File: src/rtl/div4_seq_pkg.sv
// ---------------------------------------------------------------------------
// div4_seq_pkg
//   Shared definitions for the sequential 4-bit restoring divider and the
//   ripple add/subtract unit it drives.
//
//   Contents:
//     DIV_WIDTH          operand width (fixed at 4 to match adder_cum_sub)
//     IDLE/RUN/DONE      controller state encoding
//     ZERO_DIV_QUOTIENT  quotient reported for a zero divisor
//     div_result_t       bundle of the values returned to the consumer
//     trial_value()      shift-in of the next dividend bit into the remainder
// ---------------------------------------------------------------------------
package div4_seq_pkg;

   localparam int unsigned DIV_WIDTH = 4;

   // Legacy-compatible state encoding.
   localparam logic [1:0] IDLE = 2'd0;
   localparam logic [1:0] RUN  = 2'd1;
   localparam logic [1:0] DONE = 2'd2;

   localparam logic [DIV_WIDTH-1:0] ZERO_DIV_QUOTIENT = 4'hF;

   // Iterations run from this counter value down to zero, one quotient bit each.
   localparam logic [1:0] ITER_START = 2'd3;

   typedef struct packed {
      logic [DIV_WIDTH-1:0] quotient;
      logic [DIV_WIDTH-1:0] remainder;
      logic                 div_by_zero;
   } div_result_t;

   // Trial value for one restoring step: the partial remainder shifted left by
   // one with the next dividend bit (the MSB of the shifting Q register)
   // brought in.  The remainder's MSB is always zero here because the partial
   // remainder never exceeds the dividend prefix, so dropping it loses nothing.
   function automatic logic [DIV_WIDTH-1:0] trial_value(
      input logic [DIV_WIDTH-1:0] r,
      input logic [DIV_WIDTH-1:0] q
   );
      return {r[DIV_WIDTH-2:0], q[DIV_WIDTH-1]};
   endfunction

endpackage

File: src/rtl/div4_seq_addsub.sv
// ---------------------------------------------------------------------------
// adder_cum_sub
//   4-bit ripple-carry add/subtract unit.  cin doubles as the mode select:
//     cin = 0 : s = a + b,      cout = carry out
//     cin = 1 : s = a - b,      cout = borrow (1 when a < b)
//
//   Ports:
//     a    in  4  first operand (minuend in subtract mode)
//     b    in  4  second operand (subtrahend in subtract mode)
//     cin  in  1  mode / carry-in
//     s    out 4  sum or difference, modulo 16
//     cout out 1  carry (add) or borrow (subtract)
// ---------------------------------------------------------------------------
module adder_cum_sub
   import div4_seq_pkg::*;
(
   input  logic [DIV_WIDTH-1:0] a,
   input  logic [DIV_WIDTH-1:0] b,
   input  logic                 cin,
   output logic [DIV_WIDTH-1:0] s,
   output logic                 cout
);

   logic [DIV_WIDTH-1:0] b_eff;
   logic [DIV_WIDTH:0]   carry;

   always_comb begin
      s     = '0;
      carry = '0;
      // Subtract is a + ~b + 1: invert b and use cin as the +1.
      b_eff    = b ^ {DIV_WIDTH{cin}};
      carry[0] = cin;
      for (int unsigned i = 0; i < DIV_WIDTH; i++) begin
         s[i]       = a[i] ^ b_eff[i] ^ carry[i];
         carry[i+1] = (a[i] & b_eff[i]) | (carry[i] & (a[i] ^ b_eff[i]));
      end
      // In subtract mode the raw carry is "no borrow"; flip it so cout reads
      // as borrow directly.
      cout = carry[DIV_WIDTH] ^ cin;
   end

endmodule

File: src/rtl/div4_seq.sv
// ---------------------------------------------------------------------------
// div4_seq
//   Sequential 4-bit unsigned restoring divider, one quotient bit per clock,
//   MSB first.  Operands arrive over a valid/ready handshake; the result is
//   returned over a second valid/ready handshake and held until taken.
//
//   Ports:
//     clk          in  1  clock, all state on rising edge
//     rst          in  1  synchronous active-high reset
//     in_valid     in  1  dividend/divisor presented
//     in_ready     out 1  able to accept an operand pair (IDLE only)
//     dividend     in  4  unsigned dividend
//     divisor      in  4  unsigned divisor
//     out_valid    out 1  result registers hold a completed result (DONE)
//     out_ready    in  1  consumer takes the result
//     quotient     out 4  unsigned quotient (4'hF on divide by zero)
//     remainder    out 4  unsigned remainder (dividend on divide by zero)
//     div_by_zero  out 1  divisor was zero
//
//   Latency: nonzero divisor -> out_valid 4 cycles after accept; zero
//   divisor -> 1 cycle.  Result outputs only change on entry to DONE.
// ---------------------------------------------------------------------------
module div4_seq
   import div4_seq_pkg::*;
#(
   // Fixed by the add/subtract unit; other values are not supported.
   parameter int unsigned WIDTH = DIV_WIDTH
) (
   input  logic             clk,
   input  logic             rst,
   input  logic             in_valid,
   output logic             in_ready,
   input  logic [WIDTH-1:0] dividend,
   input  logic [WIDTH-1:0] divisor,
   output logic             out_valid,
   input  logic             out_ready,
   output logic [WIDTH-1:0] quotient,
   output logic [WIDTH-1:0] remainder,
   output logic             div_by_zero
);

   logic [1:0]       state;
   logic [WIDTH-1:0] q_reg;   // dividend shifting out / quotient shifting in
   logic [WIDTH-1:0] r_reg;   // partial remainder
   logic [WIDTH-1:0] d_reg;   // divisor
   logic [1:0]       cnt;     // iterations remaining after the current one

   logic [WIDTH-1:0] trial;
   logic [WIDTH-1:0] diff;
   logic             borrow;
   logic             q_bit;
   logic [WIDTH-1:0] q_next;
   logic [WIDTH-1:0] r_next;

   // ------------------------------------------------------------------
   // Datapath: one restoring step per cycle through the shared subtractor.
   // ------------------------------------------------------------------
   always_comb begin
      trial = trial_value(r_reg, q_reg);
   end

   adder_cum_sub u_addsub (
      .a    (trial),
      .b    (d_reg),
      .cin  (1'b1),
      .s    (diff),
      .cout (borrow)
   );

   always_comb begin
      q_bit  = ~borrow;
      // On borrow the trial value is kept unchanged (restore).
      r_next = borrow ? trial : diff;
      q_next = {q_reg[WIDTH-2:0], q_bit};
   end

   // ------------------------------------------------------------------
   // Handshake outputs decode directly from the state register.
   // ------------------------------------------------------------------
   always_comb begin
      in_ready  = (state == IDLE);
      out_valid = (state == DONE);
   end

   // ------------------------------------------------------------------
   // Controller and registers.
   // ------------------------------------------------------------------
   always_ff @(posedge clk) begin
      if (rst) begin
         state       <= IDLE;
         q_reg       <= '0;
         r_reg       <= '0;
         d_reg       <= '0;
         cnt         <= '0;
         quotient    <= '0;
         remainder   <= '0;
         div_by_zero <= 1'b0;
      end else begin
         case (state)
            IDLE: begin
               if (in_valid) begin
                  q_reg <= dividend;
                  d_reg <= divisor;
                  r_reg <= '0;
                  cnt   <= ITER_START;
                  state <= RUN;
               end
            end

            RUN: begin
               // A zero divisor spends exactly one cycle in RUN so that its
               // result appears one cycle after acceptance; Q still holds the
               // untouched dividend at this point.
               if (d_reg == '0) begin
                  quotient    <= ZERO_DIV_QUOTIENT;
                  remainder   <= q_reg;
                  div_by_zero <= 1'b1;
                  state       <= DONE;
               end else begin
                  q_reg <= q_next;
                  r_reg <= r_next;
                  cnt   <= cnt - 2'd1;
                  if (cnt == '0) begin
                     quotient    <= q_next;
                     remainder   <= r_next;
                     div_by_zero <= 1'b0;
                     state       <= DONE;
                  end
               end
            end

            DONE: begin
               if (out_ready) begin
                  state <= IDLE;
               end
            end

            default: begin
               state <= IDLE;
            end
         endcase
      end
   end

endmodule

File: config.mk
export PLATFORM = sky130hd
export DESIGN_NAME = div4_seq
export DESIGN_NICKNAME = d
export VERILOG_FILES = /design/src/rtl/div4_seq_pkg.sv /design/src/rtl/div4_seq_addsub.sv /design/src/rtl/div4_seq.sv
export SDC_FILE = /design/constraint.sdc
export NUM_CORES = 1
export LEC_CHECK = 0
export BUFFER_PORTS_ARGS = -buffer_cell sky130_fd_sc_hd__buf_4
export CORE_MARGIN = 2
export CORE_UTILIZATION = 50
export DETAILED_ROUTE_END_ITERATION = 10
export PLACE_DENSITY = 0.83
export SETUP_SLACK_MARGIN = 0.02
export SLEW_MARGIN = 20
export SYNTH_ARGS = -nofsm -noshare
export SYNTH_HDL_FRONTEND = slang
export SYNTH_SLANG_ARGS = --single-unit
File: constraint.sdc
create_clock -name clk -period 3.8 [get_ports clk]
set_clock_uncertainty 0.15 [all_clocks]
set_input_delay 0.38 -clock clk [delete_from_list [all_inputs] [get_ports clk]]
set_output_delay 0.38 -clock clk [all_outputs]
set_load 0.02 [all_outputs]
======== After elaboration in Yosys (flattened, before gate mapping) ========
Index checks and enable logic that the tools add are counted.
Widths: inputs -> output; s select.
word-level totals
  register bits after elaboration ......... 24
  logic and storage cells ................. 65
  output and inout port bits .............. 11
  input port bits ......................... 12
operators by class
  bitwise operators ....................... 20
  eq/ne operators ......................... 6
  mux-type cells .......................... 21
  reduce and logical (&&, ||, !) cells .... 9
  add/sub/neg operators ................... 1
operators with widths
  kind                 number
  $mux 4               7
  $mux 2               6
  $pmux 4 s2           1
  $and 1x1->1          7
  $xor 1x1->1          7
  $mux 3               2
  $pmux 2 s3           1
  $pmux 3 s2           1
  $reduce_and 3->1     2
  $logic_not 2->1      2
  $logic_not 4->1      1
  $ne 2x2->1 const B   2
  $not 4->4            1
  $or 1x1->1           4
  $pmux 2 s2           1
  $reduce_and 2->1     2
  $reduce_bool 2->1    2
  $ne 3x3->1 const B   1
  $eq 2x1->1 const B   1
  $eq 2x2->1 const B   1
  $mux 1               2
  $ne 2x1->1 const B   1
  $sub 2x1->2 const B  1
  $not 1->1            1

======== Depth between registers and ports, before layout ========
  depth in word-level cells ............... 12
  depth in mapped cells ................... 12
  gate-level depth less buffers ........... 11

======== Hierarchy ========
From an unflattened synthesis, not the netlist that was laid out.
unflattened totals
  cells, all modules ...................... 140
  area, all modules ....................... 1,222.4 µm²
modules (own cells, without submodules)
  module         area each (µm²)  cells each  sequential area each (µm²)  times used
  div4_seq       1,077.3          125         480.5                       1
  adder_cum_sub  145.1            15          0.0                         1

======== Least setup slack after synthesis ========
Ideal clock, no wire load.
  path kind ............................... reg-to-reg
  from .................................... register q_reg[3]
  to ...................................... register remainder[1]
  period minus slack after synthesis ...... 2,673 ps
  buffers on the path ..................... 1
  cell stages (with the launch flop) ...... 13
  setup time .............................. 128 ps
  data arrival time ....................... 2,396 ps
  path slack .............................. 1,127 ps
  data required time ...................... 3,522 ps
  cells stage by stage .................... dfxtp_1 -> inv_1 -> ha_1 -> inv_1 -> fa_1 -> inv_1 -> fa_1 -> fa_1 -> clkbuf_1 -> mux2_2 -> mux2_2 -> mux2i_1 -> nor2_1
on the way
  longest elaborated chain between the ends .. 11
  elaborated cells between the ends (all ways) .. 13
  classes of those cells .................. mux: 3; bitwise: 10
RTL lines
  what                                               line                   text
  from (decl)                                        div4_seq.sv:43         logic [WIDTH-1:0] q_reg;
  from (signal assigned)                             div4_seq.sv:102        q_reg <= dividend;
  from (signal assigned)                             div4_seq.sv:120        q_reg <= q_next;
  $and 1x1->1 / $xor 1x1->1 (equally long branches)  div4_seq_addsub.sv:35  carry[i+1] = (a[i] & b_eff[i]) | (carry[i] & (a[i] ^ b_eff[i]));
  $or 1x1->1 (*)                                     div4_seq_addsub.sv:35
  $and 1x1->1                                        div4_seq_addsub.sv:35
  $or 1x1->1                                         div4_seq_addsub.sv:35
  $and 1x1->1                                        div4_seq_addsub.sv:35
  $or 1x1->1                                         div4_seq_addsub.sv:35
  $and 1x1->1                                        div4_seq_addsub.sv:35
  $or 1x1->1                                         div4_seq_addsub.sv:35
  $mux 4 (*)                                         div4_seq.sv:73         r_next = borrow ? trial : diff;
  $mux 4 (*)                                         div4_seq.sv:123        if (cnt == '0) begin
  $mux 4 (*)                                         div4_seq.sv:114        if (d_reg == '0) begin
  to (signal assigned)                               div4_seq.sv:116        remainder <= q_reg;
  to (signal assigned)                               div4_seq.sv:125        remainder <= r_next;
  to (decl)                                          div4_seq.sv:38         output logic [WIDTH-1:0] remainder,
Mark *: on every way between the ends. The rest lies on a longest branch, timed or not. The select of a mux whose other input is x is not followed.
A chain may end at the register's enable or synchronous reset.

======== Final worst setup path ========
Ends and elaborated chain as after synthesis.

==> impl_metrics.ini <==
[critical_path]
cp-start-kind = flop
crit_type = flop to flop
crit_path_max_fanout = 6
crit_required_ns = 3.86
crit_arrival_ns = 2.85
cp-end-kind = flop

[finish]
instances_no_fill = 178
final_common_cell = dfxtp_1
layout-drive-gt1-share = 0.227
fill_cells = 189
num_antenna_cells = 0
nets = 169
final_cell_mix = 24 x dfxtp_1, 23 x buf_4, 19 x nor2_1
area.growth.synth_to_final_pct = 15.4
finalInstanceArea_um2 = 1350
final_util = 0.610

[routing]
vias = 974
ant_nets = 0
drt_pass1_iterations = 4
drt_iter0_markers = 31
vias_per_cell = 5.47
drt-total-wl_mm = 2.49
wl_per_cell_um = 14.0
route.detailed.drc = 0

[logic_synthesis]
seq_area_frac_synth = 0.411
synth_top_family_by_area = simple AND/OR/NAND/NOR gates
synth-compound-area-share = 0.175
syn_area_um2 = 1170
synth.area.top_cells = dfxtp_1 41%, nor2_1 6.1%, mux2i_1 6.0%
ys_seq_elements = 24
yosys.area.top_type = dfxtp_1
synth_adder_area_share = 0.0727
async_reset_ff_frac = 0
avgSynthCellArea_um2 = 8.93
yosys_warnings = 0
synthCells = 131
synth-main-ff-cell = dfxtp_1
yosys.area_share.simple = 0.187
synth.top_cell.area_share = 0.411
syn-num-nets = 148
synth_xor_area_frac = 0
synth_cell_types = 26
synth_edf_count = 0
synth.area.mux_share = 0.0791

[sta]
slew_headroom = 0.491
final_hold_viol_count = 0
finalWorstSetupSlack_ns = 1.00
fin_crit_sh = 0.736
max_freq_mhz = 358
slew_viol_final = 0
final.setup.tns_ns = 0
worstMarginPinSlew_ns = 0.756
period_minus_slack_ns = 2.80
finalSetupViolCount = 0
rsz0062_at_grt = false

[place]
preCtsSetupSlack_ns = 1.03
placed_area_um2 = 1330
dp_hpwl_mm = 1.89
place.gp.congestion = 0.878
port_buffers = 22
dp.cells = 175

[die]
die_h_um = 52.4
coreArea_um2 = 2210
io_pins = 23
dieArea_um2 = 2740
rows = 17
fp.dieW_um = 52.4
start_util = 0.529

[global_routing]
grt-ovfl-total = 0
antenna_found_initial = 0
grt_pass1_vias = 949
grt_usage = 0.215
grt_pass1_wl_mm = 4.28
grt_max_degree = 25

[clocking]
cts_tree = built
cts.sinks = 24
clk_latency_ns = 0.31
cts_setup_buffers = 0
cts_made_buffers = 3
cts_max_level = 1
cts_root_buffer = clkbuf_4
clk_pin_slew_ns = 0.12
cts_hold_buf = 0
clockBufferDepth = 2
cts_resized = 0

[power_and_ir_drop]
power_density_nw_per_um2 = 479
leakagePower_uw = 0.000562
vdd_ir_drop_max_uv = 342

[run]
drv_cap = 0

[outcome]
status = completed

[hold_path]
min_path_type = input pin to flop
synthesized netlist by cell type (4+ instances only):
| cell | count |
|---|---|
| dfxtp_1 | 24 |
| nor2_1 | 19 |
| nand2_1 | 16 |
| a21oi_1 | 10 |
| inv_1 | 10 |
| mux2i_1 | 7 |
| nand3_1 | 5 |
| a311oi_1 | 4 |
metrics by stage:
| stage | hold WS [ns] | power, uW |
|---|---|---|
| 4_1_cts | 0.162 | 651 |
| 6_report | 0.164 | 647 |
| 3_3_place_gp | 0.298 | 535 |
| 2_1_floorplan | 0.287 | 482 |
| 5_1_grt | 0.162 | 692 |
| 3_5_place_dp | 0.321 | 543 |
area by class of cell:
cell class | count | area [um^2] | share of cell area
clock buffers | 3 | 22.5 | 0.0167
repair buffers | 23 | 173 | 0.128
multi-input cells | 90 | 602 | 0.446
inverters | 10 | 37.5 | 0.0278
well taps | 28 | 35.0 | 0.0260
flip-flops and latches | 24 | 480 | 0.356
power by group:
part,switching (uW),internal [uW],total [uW],leakage (uW)
sequential,24.7,283,308,0.000197
combinational,133,97.6,231,0.000351
clock,71.0,37.1,108,0.0000138
total,229,418,647,0.000562
routing by layer:
metal  wire [um]  vias up  track usage
li1            -      488            -
met1        1070      451        0.273
met2        1250       28        0.346
met3          98        7       0.0314
met5           0        -            0
met4          69        0        0.120
logic make-up (layout without fill, tap and decap cells):
logic type | after synthesis | after routing
and+or+nand+nor | 49 | 49
AOI/OAI and AO/OA | 27 | 27
DFF | 24 | 24
buffers and inverters | 17 | 36
muxes | 9 | 9
adders and majority gates | 5 | 5
path summary, 6_finish.rpt:
check / cells past startpoint / end / slack, ns / start
worst min-delay path: 3 / d_reg[2] / 0.16 / divisor[2]
worst max-delay path: 11 / remainder[1] / 1.00 / q_reg[3]
worst max register to register: 11 / remainder[1] / 1.00 / q_reg[3]
worst min register to register: 1 / cnt[0] / 0.34 / cnt[0]
critical path, stage by stage, from the launching register on:
cell     delay (ns)
dfxtp_1        0.35
inv_1          0.06
ha_1           0.20
inv_1          0.07
fa_1           0.15
inv_1          0.05
fa_1           0.38
fa_1           0.52
mux2_2         0.33
mux2_2         0.26
mux2i_1        0.13
nor2_1         0.05
No activity file was read; power rests on OpenSTA's default activity.
